### config.mk
export PLATFORM = sky130hd
export DESIGN_NAME = fetch_stage
export DESIGN_NICKNAME = d
export VERILOG_FILES = /design/src/rtl/rv32i_ctrl_pkg.sv /design/src/rtl/fetch_stage_if_id_reg.sv /design/src/rtl/fetch_stage.sv
export SDC_FILE = /design/constraint.sdc
export NUM_CORES = 1
export LEC_CHECK = 0
export CAP_MARGIN = 15
export CORE_UTILIZATION = 45
export CTS_CLUSTER_SIZE = 14
export DETAILED_ROUTE_END_ITERATION = 10
export PLACE_DENSITY_LB_ADDON = 0.08
export SKIP_LAST_GASP = 1
export SYNTH_ARGS = -nofsm -noshare
export SYNTH_HDL_FRONTEND = slang
export SYNTH_SLANG_ARGS = --single-unit
### constraint.sdc
create_clock -name clk -period 4.1 [get_ports clk]
set_input_delay 0.82 -clock clk [delete_from_list [all_inputs] [get_ports clk]]
set_output_delay 0.82 -clock clk [all_outputs]
set_load 0.02 [all_outputs]
### src/rtl/rv32i_ctrl_pkg.sv
// Shared RV32I control-path types: fetch FSM states, IF/ID payload, bubble encoding.
// Pure declarations, no latency; no handshake of its own.
// Fetch and decode stages import it so both sides agree on the IF/ID layout.
package rv32i_ctrl_pkg;

  localparam logic [31:0] NOP_INSTR = 32'h0000_0013;

  typedef enum logic [1:0] {
    IDLE = 2'd0,
    REQ  = 2'd1,
    WAIT = 2'd2,
    HOLD = 2'd3
  } fetch_state_t;

  typedef struct packed {
    logic [31:0] instr;
    logic [31:0] pc;
    logic [31:0] pc_plus4;
    logic        valid;
  } if_id_t;

  function automatic logic [31:0] word_align(input logic [31:0] addr);
    return addr & 32'hFFFF_FFFC;
  endfunction

endpackage

### src/rtl/fetch_stage_if_id_reg.sv
// IF/ID pipeline register with flush > stall-hold > load > bubble priority.
// Latency: one cycle from load_vld to q.
// Backpressure: holds contents while stall is high and a real instruction is held.
module if_id_reg
  import rv32i_ctrl_pkg::*;
#(
  parameter logic [31:0] NOP_INSTR = rv32i_ctrl_pkg::NOP_INSTR
) (
  input  logic   clk,
  input  logic   rst_n,
  input  logic   flush,
  input  logic   stall,
  input  logic   load_vld,
  input  if_id_t load_dat,
  output if_id_t q
);

  always_ff @(posedge clk or negedge rst_n) begin
    if (!rst_n) begin
      q.instr    <= NOP_INSTR;
      q.pc       <= 32'd0;
      q.pc_plus4 <= 32'd0;
      q.valid    <= 1'b0;
    end else if (flush) begin
      // PC fields are left alone so a flushed slot still reports where it was.
      q.instr <= NOP_INSTR;
      q.valid <= 1'b0;
    end else if (stall && q.valid) begin
      q <= q;
    end else if (load_vld) begin
      q <= load_dat;
    end else begin
      q.instr <= NOP_INSTR;
      q.valid <= 1'b0;
    end
  end

endmodule

### src/rtl/fetch_stage.sv
// Instruction fetch: PC, single-outstanding imem port, one-word skid buffer, IF/ID register.
// Latency: gnt to valid_d is rvalid latency + 1 cycle; peak one instruction per 2 cycles.
// Backpressure: stall_d parks a returned word in the skid buffer; no new request until it drains.
module fetch_stage
  import rv32i_ctrl_pkg::*;
#(
  parameter logic [31:0] RESET_PC  = 32'h0000_0000,
  parameter logic [31:0] NOP_INSTR = rv32i_ctrl_pkg::NOP_INSTR
) (
  input  logic        clk,
  input  logic        rst_n,
  output logic        imem_req,
  output logic [31:0] imem_addr,
  input  logic        imem_gnt,
  input  logic        imem_rvalid,
  input  logic [31:0] imem_rdata,
  input  logic        stall_d,
  input  logic        flush_d,
  input  logic        redirect,
  input  logic [31:0] redirect_target,
  output logic [31:0] instr_d,
  output logic [31:0] pc_d,
  output logic [31:0] pc_plus4_d,
  output logic        valid_d,
  output logic [6:0]  opcode_d,
  output logic [2:0]  funct3_d,
  output logic        funct7_5_d
);

  fetch_state_t state_q, state_d;
  logic [31:0]  pc_q;
  logic [31:0]  fetch_pc_q;
  logic         drop_q;
  logic [31:0]  buf_dat_q;
  logic [31:0]  buf_pc_q;
  logic         buf_vld_q;

  logic [31:0]  target;
  logic         req_gnt;
  logic         rsp_take;
  logic         rsp_drop;
  logic         if_id_free;
  logic         rsp_load;
  logic         rsp_park;
  logic         buf_load;
  logic         hold_exit;
  logic         load_vld;
  if_id_t       load_dat;
  if_id_t       if_id_q;

  always_comb begin
    target     = word_align(redirect_target);
    req_gnt    = (state_q == REQ) && imem_gnt;
    rsp_take   = (state_q == WAIT) && imem_rvalid;
    // A redirect arriving with the response kills it just like a pending drop.
    rsp_drop   = rsp_take && (drop_q || redirect);
    if_id_free = !stall_d || !if_id_q.valid;
    rsp_load   = rsp_take && !rsp_drop && if_id_free;
    rsp_park   = rsp_take && !rsp_drop && !if_id_free;
    hold_exit  = (state_q == HOLD) && (redirect || !stall_d);
    buf_load   = (state_q == HOLD) && buf_vld_q && !redirect && !stall_d;
  end

  always_ff @(posedge clk or negedge rst_n) begin
    if (!rst_n) begin
      state_q <= IDLE;
    end else begin
      state_q <= state_d;
    end
  end

  always_comb begin
    state_d = state_q;
    case (state_q)
      IDLE: state_d = REQ;
      REQ:  if (imem_gnt) state_d = WAIT;
      WAIT: begin
        if (rsp_drop || rsp_load) begin
          state_d = REQ;
        end else if (rsp_park) begin
          state_d = HOLD;
        end
      end
      HOLD: if (redirect || !stall_d) state_d = REQ;
      default: state_d = IDLE;
    endcase
  end

  always_comb begin
    imem_req  = (state_q == REQ);
    imem_addr = pc_q;
  end

  always_ff @(posedge clk or negedge rst_n) begin
    if (!rst_n) begin
      pc_q       <= RESET_PC;
      fetch_pc_q <= 32'd0;
      drop_q     <= 1'b0;
      buf_dat_q  <= 32'd0;
      buf_pc_q   <= 32'd0;
      buf_vld_q  <= 1'b0;
    end else begin
      if (redirect) begin
        pc_q <= target;
      end else if (req_gnt) begin
        pc_q <= pc_q + 32'd4;
      end

      if (req_gnt && !redirect) begin
        fetch_pc_q <= pc_q;
      end

      // A redirect with a fetch in flight marks its response for discard.
      if (req_gnt && redirect) begin
        drop_q <= 1'b1;
      end else if (rsp_take) begin
        drop_q <= 1'b0;
      end else if ((state_q == WAIT) && redirect) begin
        drop_q <= 1'b1;
      end

      if (rsp_park) begin
        buf_dat_q <= imem_rdata;
        buf_pc_q  <= fetch_pc_q;
        buf_vld_q <= 1'b1;
      end else if (hold_exit) begin
        buf_vld_q <= 1'b0;
      end
    end
  end

  always_comb begin
    load_vld = rsp_load || buf_load;
    if (rsp_load) begin
      load_dat.instr    = imem_rdata;
      load_dat.pc       = fetch_pc_q;
      load_dat.pc_plus4 = fetch_pc_q + 32'd4;
    end else begin
      load_dat.instr    = buf_dat_q;
      load_dat.pc       = buf_pc_q;
      load_dat.pc_plus4 = buf_pc_q + 32'd4;
    end
    load_dat.valid = 1'b1;
  end

  if_id_reg #(
    .NOP_INSTR (NOP_INSTR)
  ) u_if_id_reg (
    .clk      (clk),
    .rst_n    (rst_n),
    .flush    (flush_d),
    .stall    (stall_d),
    .load_vld (load_vld),
    .load_dat (load_dat),
    .q        (if_id_q)
  );

  always_comb begin
    instr_d    = if_id_q.instr;
    pc_d       = if_id_q.pc;
    pc_plus4_d = if_id_q.pc_plus4;
    valid_d    = if_id_q.valid;
    opcode_d   = if_id_q.instr[6:0];
    funct3_d   = if_id_q.instr[14:12];
    funct7_5_d = if_id_q.instr[30];
  end

  a_rvalid_only_in_wait: assert property (
    @(posedge clk) disable iff (!rst_n) !(imem_rvalid && (state_q != WAIT))
  );

endmodule

==> metrics <==
status finished clean; Filler cells between 1.5k and 2k; layout overhead on the synthesized area 28.4%; DRT Pass-1 Iters 7; synth top area cells dfrtp_1 (51%), mux2_2 (9.8%), nand2_1 (5.7%); Remaining DRCs 0; cell area after layout 13700 sq um; GRT Util Overall 0.227; final hold vios 0; fin cells about 1.5k; HPWL after DPL 18.8 mm; slowest stage delay, CP 590 ps; Inserted Clock Buffers 24; Synth Register Bits approximately 220; hold slack around 310 ps; first-pass GRT wire length ~44 mm; Num Clock Sinks approximately 220; antenna violations before repair 0; Leak 5.72 nW; Clock Path Buffers 3; Final Critical Period 3280 ps; Ys Warns 0; Placer Congestion 0.901; Highest Clock Rate about 300 MHz; Initial DRC Count 678; crit path capture type register; Inserted Diodes 0; Post-synth EDFFs 0; Worst-path clk slew approximately 60 ps; DP Area between 10000 and 15000 sq um; grt ovf 0; RSZ-0062 raised after global routing false; Hold Crit Class in -> async; Synth top area share 0.507; routed len/inst 17.6 microns; Die Y 156 microns; total power divided by cell area roughly 430 nW/um^2; root buf cell clkbuf_16; num ports 212; Buf+Inv Stages, Crit Path 2; max cap viols 0; Seq/Total Area, Yosys 0.514; Rows 55; via density per instance 5.59; max-slew violation count 0; Syn Inst Count between 1k and 1.5k; CP max FO 8; Placed Cells between 1k and 1.5k; Slew HR 0.349; CP Launch Point imem_rvalid; async set-reset flop share out of synthesis 1.00; period utilisation layout 0.799; DIE AREA 24300 sq um; peak supply drop 0.000299 V; number of global-route vias before repair 8161; NumNets Final 1287; hold buffer count at cts 0; CTS tree built; initial core utilization 0.465; Layout Skew 10.1 ps; cts repair resizes 0; CTS H-tree lvls 1; Die W roughly 160 microns; R2R Path Start state_q[0]; port buffer count 203; crit path cell chain clkdlybuf4s50_1 > nand4bb_4 > nor2_2 > mux2_2 > ha_1 > inv_1 > nor3_1 > a32o_1 > nand2_1 > a221o_1; Vias 8612; Placeable Area 22900 sq um; Critical-path top delay cell clkdlybuf4s50_1; setup TNS 0 ps; Critical Path RT 4500 ps; CP top delay family simple AND/OR/NAND/NOR gates; mean post-synth cell area 10.3 sq um; most frequently used flop master after synthesis dfrtp_1; share of cells above drive strength 1 0.143; CP Class in -> reg; postcts setup bufs 0; Slew @ Worst Pin 967 ps; Distinct cells, synth 66; Clk Latency, worst-skew pair 510 ps; antenna-violating nets left 0; overall routed net length 27.1 mm; Final Util 0.597; CP startpoint kind primary input; Synth area leader dfrtp_1; largest net degree at the start of global routing 98; Arrival @ worst endpoint ~3700 ps; synthesized area 10700 sq um; setup violators final 0
==> sequential cells by signal, summed over array words and instances, names as in the netlist <==
name,cells
fetch_pc_q,30
imem_addr,30
buf_dat_q,32
buf_vld_q,1
state_q,2
buf_pc_q,30
drop_q,1
u_if_id_reg.q,93
==> kinds of logic (layout without fill, tap and decap cells) <==
family	after synthesis	in the layout	share of synthesized area
and+or+nand+nor	337	337	0.156
AOI/OAI and AO/OA	232	232	0.136
DFF	219	219	0.514
muxes	108	108	0.112
buffers and inverters	89	278	0.0401
xor gates and xnor gates	41	41	0.0337
adders and majority gates	6	6	0.00704
other	1	6	0.000352
==> routing by layer <==
metal,part of all wire,track usage
met2,0.41,0.319
met1,0.51,0.364
met3,0.065,0.0308
met4,0.016,0.0518
met5,0,0
==> synthesized netlist by cell type, drive strengths merged (4+ instances only) <==
master / instances
and3: 21
and4: 8
and2: 8
dfrtp: 216
o21ai: 108
ha: 6
a21oi: 15
nor3: 14
nor4: 4
o22ai: 31
nor4bb: 5
clkbuf: 35
nand4: 30
buf: 46
a31oi: 12
xnor2: 16
inv: 8
o31ai: 8
a311oi: 4
nand2b: 4
a211oi: 6
a22oi: 8
a211o: 6
o21a: 5
mux2i: 15
mux2: 93
nor2: 32
nand3: 34
xor2: 25
nand2: 162
==> path summary, 6_finish.rpt <==
path,endpoint,slack (ps),cells past startpoint
worst max-delay path,u_if_id_reg.q[21],820,10
worst min-delay path,u_if_id_reg.q[72],310,1
worst max register to register,u_if_id_reg.q[21],970,11
worst min register to register,u_if_id_reg.q[62],480,2
max in group asynchronous,imem_addr[2],2820,2
min in group clk,u_if_id_reg.q[62],480,2
==> power by group <==
| part | switching, mW | internal (mW) | leakage, nW |
|---|---|---|---|
| clock | 0.848 | 1.23 | 0.375 |
| sequential | 0.368 | 2.42 | 2.93 |
| combinational | 0.499 | 0.516 | 2.42 |
==> final cells by class <==
type / count / area, sq um / area share
Tap cell: 313 / 392 / 0.0286
Multi-Input combinational cell: 730 / 4790 / 0.350
Timing Repair Buffer: 227 / 2220 / 0.162
Inverter: 8 / 30.0 / 0.00219
Sequential cell: 219 / 5480 / 0.401
Clock inverter: 9 / 75.1 / 0.00549
Clock buffer: 34 / 689 / 0.0504
==> worst reg2reg max path: cells and delay by family (launching register included) <==
family	cells	cell delay (ps)
buffers and inverters	2	220
AOI/OAI and AO/OA	2	690
and+or+nand+nor	4	890
DFF	1	420
adders and majority gates	2	560
muxes	1	240
==> layout by cell type, fill, tap and decap left out, types with 8 or more instances in the layout <==
| cell type | count |
|---|---|
| dfrtp_1 | 216 |
| mux2_2 | 93 |
| xnor2_1 | 16 |
| o21ai_0 | 108 |
| nand4_1 | 29 |
| a31oi_1 | 12 |
| a22oi_1 | 8 |
| buf_4 | 22 |
| xor2_1 | 25 |
| clkdlybuf4s50_1 | 201 |
| nand3_1 | 34 |
| nand2_1 | 161 |
| mux2i_1 | 15 |
| and4_1 | 8 |
| and2_1 | 8 |
| and3_1 | 21 |
| a21oi_1 | 15 |
| o22ai_1 | 31 |
| inv_1 | 8 |
| nor2_1 | 27 |
| clkbuf_16 | 25 |
| nor3_1 | 14 |
==> metrics by stage <==
stage	total power [mW]	worst slack [ps]
6_report	5.88	824
3_5_place_dp	3.83	340
4_1_cts	5.93	865
5_1_grt	6.16	615
2_1_floorplan	3.28	786
3_3_place_gp	3.81	395
No activity file was read; power rests on OpenSTA's default activity.
